### config.mk
export PLATFORM = sky130hd
export DESIGN_NAME = hazard_ctrl
export DESIGN_NICKNAME = d
export VERILOG_FILES = /design/src/rtl/hazard_ctrl.sv
export SDC_FILE = /design/constraint.sdc
export NUM_CORES = 1
export LEC_CHECK = 0
export CAP_MARGIN = 20
export CORE_MARGIN = 10
export CORE_UTILIZATION = 35
export CTS_CLUSTER_SIZE = 28
export DETAILED_ROUTE_END_ITERATION = 6
export GPL_TIMING_DRIVEN = 0
export PLACE_DENSITY = 0.76
export SKIP_CTS_REPAIR_TIMING = 1
export SYNTH_ARGS = -nofsm -noshare
export SYNTH_HDL_FRONTEND = slang
export SYNTH_SLANG_ARGS = --single-unit
export TNS_END_PERCENT = 5
### constraint.sdc
create_clock -name clk -period 2.4 [get_ports clk]
set_clock_uncertainty 0.1 [all_clocks]
set_input_delay 0.48 -clock clk [delete_from_list [all_inputs] [get_ports clk]]
set_output_delay 0.48 -clock clk [all_outputs]
set_load 0.05 [all_outputs]
### src/rtl/hazard_ctrl.sv
// -----------------------------------------------------------------------------
// hazard_ctrl
//
// Hazard and sequencing controller for the 5-stage MIPS pipeline. It drives
// the hold/clear controls of the IF/ID, ID/EX, EX/MEM and MEM/WB pipeline
// registers and the PC hold. It resolves four kinds of event:
//   - load-use stalls (a load in EX feeds the instruction in ID)
//   - mult/div interlock (an HI/LO op in ID while the mult/div unit is busy)
//   - control flushes (taken branch resolved in EX, jump resolved in ID)
//   - memory-wait freezes (the whole pipeline stops)
// It also tracks how long the multi-cycle mult/div unit stays busy and keeps
// a saturating count of the cycles in which the PC was held.
//
// Parameters
//   MD_LAT  cycles the mult/div unit is busy after an accepted start (>= 2)
//   CNT_W   width of the stall-cycle performance counter
//
// Ports
//   clk           clock, all state changes on the rising edge
//   rst_n         synchronous active-low reset
//   id_rs/id_rt   source register fields of the instruction in ID
//   id_uses_rt    ID instruction actually reads rt
//   id_md_op      ID instruction is mult/div/mfhi/mflo/mthi/mtlo
//   id_jump       ID instruction is j/jal/jr
//   ex_mem_read   EX instruction is a load
//   ex_wr_reg     destination register of the EX instruction
//   ex_br_taken   branch in EX resolved taken
//   ex_md_start   EX instruction starts the mult/div unit
//   mem_wait      instruction or data memory not ready
//   pc_hold, ifid_hold, ifid_clear, idex_hold, idex_clear,
//   exmem_hold, memwb_hold      pipeline register controls
//   md_busy       mult/div unit busy
//   stall_cycles  saturating count of cycles with pc_hold=1
// -----------------------------------------------------------------------------
module hazard_ctrl #(
  parameter int MD_LAT = 32,
  parameter int CNT_W  = 16
) (
  input  logic             clk,
  input  logic             rst_n,
  input  logic [4:0]       id_rs,
  input  logic [4:0]       id_rt,
  input  logic             id_uses_rt,
  input  logic             id_md_op,
  input  logic             id_jump,
  input  logic             ex_mem_read,
  input  logic [4:0]       ex_wr_reg,
  input  logic             ex_br_taken,
  input  logic             ex_md_start,
  input  logic             mem_wait,
  output logic             pc_hold,
  output logic             ifid_hold,
  output logic             ifid_clear,
  output logic             idex_hold,
  output logic             idex_clear,
  output logic             exmem_hold,
  output logic             memwb_hold,
  output logic             md_busy,
  output logic [CNT_W-1:0] stall_cycles
);

  // The busy counter only ever holds values up to MD_LAT-1.
  localparam int             MD_W    = $clog2(MD_LAT);
  localparam logic [MD_W-1:0] MD_LOAD = MD_W'(MD_LAT - 1);

  typedef enum logic {
    MD_IDLE,
    MD_BUSY
  } md_state_t;

  // All pipeline-register controls grouped so one default clears them all.
  typedef struct packed {
    logic pc_hold;
    logic ifid_hold;
    logic ifid_clear;
    logic idex_hold;
    logic idex_clear;
    logic exmem_hold;
    logic memwb_hold;
  } pipe_ctrl_t;

  md_state_t       md_state;
  logic [MD_W-1:0] md_cnt;
  logic            md_busy_q;

  logic            lu;
  logic            mdh;
  logic            stall;
  logic            md_accept;
  pipe_ctrl_t      ctrl;

  // ---------------------------------------------------------------------------
  // Hazard detection
  // ---------------------------------------------------------------------------
  // $0 is hard-wired to zero, so a load targeting it never creates a hazard.
  assign lu = ex_mem_read && (ex_wr_reg != 5'd0) &&
              ((ex_wr_reg == id_rs) || (id_uses_rt && (ex_wr_reg == id_rt)));

  assign mdh   = id_md_op && md_busy_q;
  assign stall = lu || mdh;

  // A start is only taken when the EX instruction really advances: a freeze
  // keeps it in EX to be presented again, and a taken branch means the
  // mult/div op in EX is the branch itself, not a start.
  assign md_accept = ex_md_start && !mem_wait && !ex_br_taken;

  // ---------------------------------------------------------------------------
  // Pipeline control, priority encoded
  // ---------------------------------------------------------------------------
  always_comb begin
    // NOTE: every field gets a default before the if-chain; a path that left
    // one unassigned would infer a latch.
    ctrl = '0;
    if (!rst_n) begin
      ctrl = '0;
    end else if (mem_wait) begin
      // Freeze: nothing moves, and a pending branch flush waits in EX.
      ctrl.pc_hold    = 1'b1;
      ctrl.ifid_hold  = 1'b1;
      ctrl.idex_hold  = 1'b1;
      ctrl.exmem_hold = 1'b1;
      ctrl.memwb_hold = 1'b1;
    end else if (ex_br_taken) begin
      // The wrong-path instructions in IF/ID and ID/EX are discarded; any
      // stall or jump they raised is moot.
      ctrl.ifid_clear = 1'b1;
      ctrl.idex_clear = 1'b1;
    end else if (stall) begin
      // Keep the ID instruction (jump included) and insert one bubble.
      ctrl.pc_hold    = 1'b1;
      ctrl.ifid_hold  = 1'b1;
      ctrl.idex_clear = 1'b1;
    end else if (id_jump) begin
      ctrl.ifid_clear = 1'b1;
    end
  end

  assign pc_hold    = ctrl.pc_hold;
  assign ifid_hold  = ctrl.ifid_hold;
  assign ifid_clear = ctrl.ifid_clear;
  assign idex_hold  = ctrl.idex_hold;
  assign idex_clear = ctrl.idex_clear;
  assign exmem_hold = ctrl.exmem_hold;
  assign memwb_hold = ctrl.memwb_hold;

  // ---------------------------------------------------------------------------
  // Mult/div busy tracking
  // ---------------------------------------------------------------------------
  // md_busy_q mirrors (md_cnt != 0) but is kept as its own flop so md_busy
  // comes straight from a register. The count runs through freezes because
  // the mult/div unit itself does not stop for memory.
  always_ff @(posedge clk) begin
    // NOTE: sequential state uses non-blocking assignments so every flop
    // samples pre-edge values regardless of statement order.
    if (!rst_n) begin
      md_state  <= MD_IDLE;
      md_cnt    <= '0;
      md_busy_q <= 1'b0;
    end else begin
      case (md_state)
        MD_IDLE: begin
          if (md_accept) begin
            md_state  <= MD_BUSY;
            md_cnt    <= MD_LOAD;
            md_busy_q <= 1'b1;
          end
        end
        MD_BUSY: begin
          // Further starts are ignored here; mdh keeps them from reaching EX.
          if (md_cnt == MD_W'(1)) begin
            md_state  <= MD_IDLE;
            md_cnt    <= '0;
            md_busy_q <= 1'b0;
          end else begin
            md_cnt <= md_cnt - MD_W'(1);
          end
        end
        default: begin
          md_state  <= MD_IDLE;
          md_cnt    <= '0;
          md_busy_q <= 1'b0;
        end
      endcase
    end
  end

  assign md_busy = md_busy_q;

  // ---------------------------------------------------------------------------
  // Stall-cycle performance counter
  // ---------------------------------------------------------------------------
  always_ff @(posedge clk) begin
    if (!rst_n) begin
      stall_cycles <= '0;
    end else if (pc_hold && (stall_cycles != {CNT_W{1'b1}})) begin
      // Saturates at all-ones instead of wrapping back to zero.
      stall_cycles <= stall_cycles + CNT_W'(1);
    end
  end

endmodule

Yosys cells after proc, flatten, opt, wreduce, memory -nomap -nowiden
Cells that the tools add are included.
- muxes and demuxes: 22
- reduce and logical (&&, ||, !) cells: 13
- equality and inequality tests: 6
- bitwise logic cells: 1
- add/subtract/negate cells: 2
- operators with widths (cell ; count):
    $add 16x1->16 const B ; 1
    $ne 16x16->1 const B ; 1
    $mux 1 ; 12
    $eq 5x5->1 ; 2
    $mux 5 ; 2
    $pmux 5 s2 ; 1
    $mux 2 ; 4
    $logic_and 1x1->1 ; 7
    $mux 7 ; 1
    $eq 5x1->1 const B ; 1
    $reduce_bool 5->1 ; 1
    $sub 5x1->5 const B ; 1
    $pmux 1 s2 ; 2
    $logic_not 1->1 ; 2
    $logic_or 1x1->1 ; 2
    $ne 2x1->1 const B ; 1
    $ne 2x2->1 const B ; 1
    $reduce_and 2->1 ; 1
    $not 1->1 ; 1
- input port bits: 24
- output and inout bits: 24
- logic and storage cells: 48
- register bits after elaboration: 23

Depth between registers and ports, before layout
- depth after elaboration: 10
- mapped depth: 8
- mapped depth without buffers: 7

Least setup slack after synthesis
OpenSTA, ideal clock, no wires.
- path type: input to output
- from: input port ex_wr_reg[1]
- to: output port ifid_clear
- buffers on the path: 0
- arrival: 2428 ps
- cell stages on the path: 5
- path slack: -608 ps
- required time: 1820 ps
- cells stage by stage: or4_1 o21ai_2 o21a_1 a21oi_1 nor3_1
- longest elaborated chain between the ends: 9
- elaborated cells between the ends (all ways): 12
- classes of those cells: 2 x eq/ne; 4 x mux; 6 x reduce/logical
- RTL lines (item ; RTL line ; source):
    start, declared ; 47 ; input logic [4:0] ex_wr_reg,
    $eq 5x5->1 ; 97 ; ((ex_wr_reg == id_rs) || (id_uses_rt && (ex_wr_reg == id_rt)));
    $logic_and 1x1->1 ; 97 ;
    $logic_or 1x1->1 ; 97 ;
    $logic_and 1x1->1 * ; 96 ; assign lu = ex_mem_read && (ex_wr_reg != 5'd0) &&
    $logic_or 1x1->1 * ; 100 ; assign stall = lu || mdh;
    $mux 1 * ; 128 ; end else if (stall) begin
    $mux 1 * ; 123 ; end else if (ex_br_taken) begin
    $mux 1 * ; 116 ; end else if (mem_wait) begin
    $mux 7 * ; 114 ; if (!rst_n) begin
    end, declared ; 53 ; output logic ifid_clear,
Every way passes the cells marked *; elsewhere a longest branch is shown, timed or not.

Worst setup path in the final report
- from: input port ex_wr_reg[3]
- to: output port pc_hold
- longest elaborated chain between the ends: 9
- elaborated cells between the ends (all ways): 12
- classes of those cells: 2 x eq/ne; 4 x mux; 6 x reduce/logical
- RTL lines (item ; RTL line ; source):
    $eq 5x5->1 ; 97 ;
    $logic_and 1x1->1 ; 97 ;
    $logic_or 1x1->1 ; 97 ;
    $logic_and 1x1->1 * ; 96 ;
    $logic_or 1x1->1 * ; 100 ;
    $mux 2 * ; 128 ;
    $mux 2 * ; 123 ;
    $mux 2 * ; 116 ;
    $mux 7 * ; 114 ;
    end, declared ; 51 ; output logic pc_hold,
Marked as above.

==> flow_metrics.env <==
export IMPL_avgViaCountPerCell=5.44
export IMPL_die_h_microns=84.0
export IMPL_grt_max_degree=13
export IMPL_grt_pass1_vias=1408
export IMPL_grt_total_usage_pct=11.2
export IMPL_postSynthCellCount=171
export IMPL_antenna_cells=0
export IMPL_ys_flop_type="dfxtp_1"
export IMPL_vias=1546
export IMPL_drive_gt1_share_pct=23.1
export IMPL_setup_ws_ns=-0.415
export IMPL_cp_start_kind="primary input"
export IMPL_synth_area_sq_um=1440
export IMPL_clock_power_share_pct=27.7
export IMPL_grt_overflow_total=0
export IMPL_power_mw=0.890
export IMPL_path_class="in2out"
export IMPL_slew_headroom_pct=58.4
export IMPL_setup_viol=12
export IMPL_period_needed_ns=2.81
export IMPL_fin_area_sq_um=2160
export IMPL_synth_seq_cells=23
export IMPL_max_freq_mhz=355
export IMPL_htree_levels=1
export IMPL_antenna_found_initial=0
export IMPL_grt_pass1_wl_microns=6700
export IMPL_violations="setup timing"
export IMPL_synth_edf_count=0
export IMPL_cp_arrival_ns=2.23
export IMPL_rsz0062_at_grt="true"
export IMPL_fillers=375
export IMPL_yosysSeqAreaShare_pct=32.1
export IMPL_routedWlPerCell_microns=15.1
export IMPL_intPower_mw=0.630
export IMPL_io_pin_count=48
export IMPL_dr_pass1_iters=4
export IMPL_worstSkewPairLatency_ns=0.27
export IMPL_port_buffers=47
export IMPL_hold_class="reg2reg"
export IMPL_cap_violations=0
export IMPL_drt_total_wl_microns=4290
export IMPL_slew_viol_final=0
export IMPL_drc=0
export IMPL_p_sw_mw=0.260
export IMPL_clock_sinks=23
export IMPL_final_antenna_net_count=0
export IMPL_cts_made_buffers=3
export IMPL_cp_end_kind="primary output"
export IMPL_synth_top_cells_by_area="dfxtp_1, a21oi_1, xnor2_1, o31ai_1, or4_2"
export IMPL_hold_viol=0
export IMPL_synth_area_leader_cell="dfxtp_1"
export IMPL_die_x_microns=84.0
export IMPL_root_buffer="clkbuf_8"
export IMPL_p_leak_nw=0.783
export IMPL_synth_top_area_share_pct=32.1
export IMPL_outcome="complete, but fails checks"
export IMPL_power_frac_comb_pct=26.4
export IMPL_crit_required_ns=1.82
export IMPL_nets=262
export IMPL_ys_warn_count=0
export IMPL_drt_iter0_markers=37
export IMPL_holdWs_ns=0.387
export IMPL_area_growth_pct=50.6
export IMPL_finalCritPeriodShare_pct=117
export IMPL_utilization_pct=54.4
export IMPL_avgSynthCellArea_sq_um=8.39
export IMPL_placed_area_sq_um=2000
export IMPL_place_hpwl_microns=3120
export IMPL_synth_cell_type_count=42
export IMPL_die_area_sq_um=7060
export IMPL_clock_path_buffers=2
export IMPL_synth_nets=198
export IMPL_core_area_sq_um=3970
export IMPL_cts_tree="done"
export IMPL_p_per_area_nw_per_um2=412
export IMPL_ir_drop_mv=0.210
export IMPL_crit_fanout=7
export IMPL_seq_power_share_pct=46.0
export IMPL_p_sw_share_pct=29.2
export IMPL_initial_core_util_pct=36.1
export IMPL_worst_pin_slew_ns=0.616
export IMPL_async_flop_share_pct=0
export IMPL_clk_pin_slew_ns=0.08
export IMPL_gp_congestion=0.816
export IMPL_rows=23
[placed cells by master, fill, tap and decap left out, drive strengths merged, types with 10 or more instances in the layout]
master,count
a21oi,25
buf,25
clkbuf,10
clkdlybuf4s50,34
dfxtp,23
nand2,14
o31ai,12
or4,12
xnor2,11
[metal layers]
layer	wire length, microns	global-route usage [%]
met1	2020	14.3
met4	87	4.72
met5	0	0
met3	195	2.05
met2	1980	17.6
[kinds of logic (layout without fill, tap and decap cells)]
group,count (synthesis),after routing,share of synthesized area [%]
and+or+nand+nor,65,65,26.8
AOI/OAI and AO/OA,51,51,23.6
DFF,23,23,32.1
buffers and inverters,16,79,6.71
xor gates and xnor gates,11,11,6.71
adders and majority gates,3,3,2.62
muxes,2,2,1.48
[critical path: stages]
cell and delay (ns):
buf_8 0.10, or4_4 0.55, o21ai_4 0.22, nor2_4 0.07, a21boi_4 0.26, buf_6 0.16, buf_12 0.10, nor2_4 0.03
buf_6 0.13, buf_8 0.14
[synth_stat cells (all sizes together), types with 4 or more instances]
library cell,n
a21oi,25
and2,6
buf,6
clkbuf,4
dfxtp,23
inv,6
nand2,14
nand3,6
nor2,6
nor3,5
o21ai,5
o31ai,12
or4,12
xnor2,11
[metrics by stage]
stage               instances  TNS [ns]  worst slack [ns]
floorplan                 171    -0.253            -0.157
global placement          268    -10.92             -1.43
detailed placement        268    -11.25             -1.44
CTS                       272     -7.33             -1.45
global route              284     -4.39            -0.474
finish                    284     -1.87            -0.415
[power groups by stage]
stage,Combinational (mW),Clock (mW),Sequential [mW]
floorplan,0.116,0,0.427
global placement,0.211,0,0.417
detailed placement,0.213,0,0.417
CTS,0.214,0.249,0.409
global route,0.252,0.265,0.411
finish,0.235,0.246,0.409
[layout make-up]
cell class | instances | area (sq um) | area share [%]
Timing Repair Buffer | 59 | 566 | 26.2
Sequential cell | 23 | 460 | 21.3
Tap cell | 50 | 62.6 | 2.90
Inverter | 6 | 22.5 | 1.04
Multi-Input combinational cell | 132 | 927 | 42.9
Clock buffer | 4 | 45.0 | 2.08
Buffer | 10 | 77.6 | 3.59
[worst paths after layout]
check | from | end | depth (start not counted) | slack, ns
worst max register to register | stall_cycles[0] | stall_cycles[5] | 8 | 0.01
worst max-delay path | ex_wr_reg[3] | pc_hold | 10 | -0.41
worst min-delay path | md_busy | md_busy | 2 | 0.39
worst min register to register | md_busy | md_busy | 2 | 0.39
[sequential cells by signal (all words and copies together), names as in the netlist]
| register | flops |
|---|---|
| md_busy | 1 |
| md_cnt | 5 |
| md_state | 1 |
| stall_cycles | 16 |
No activity file was read; power rests on OpenSTA's default activity.
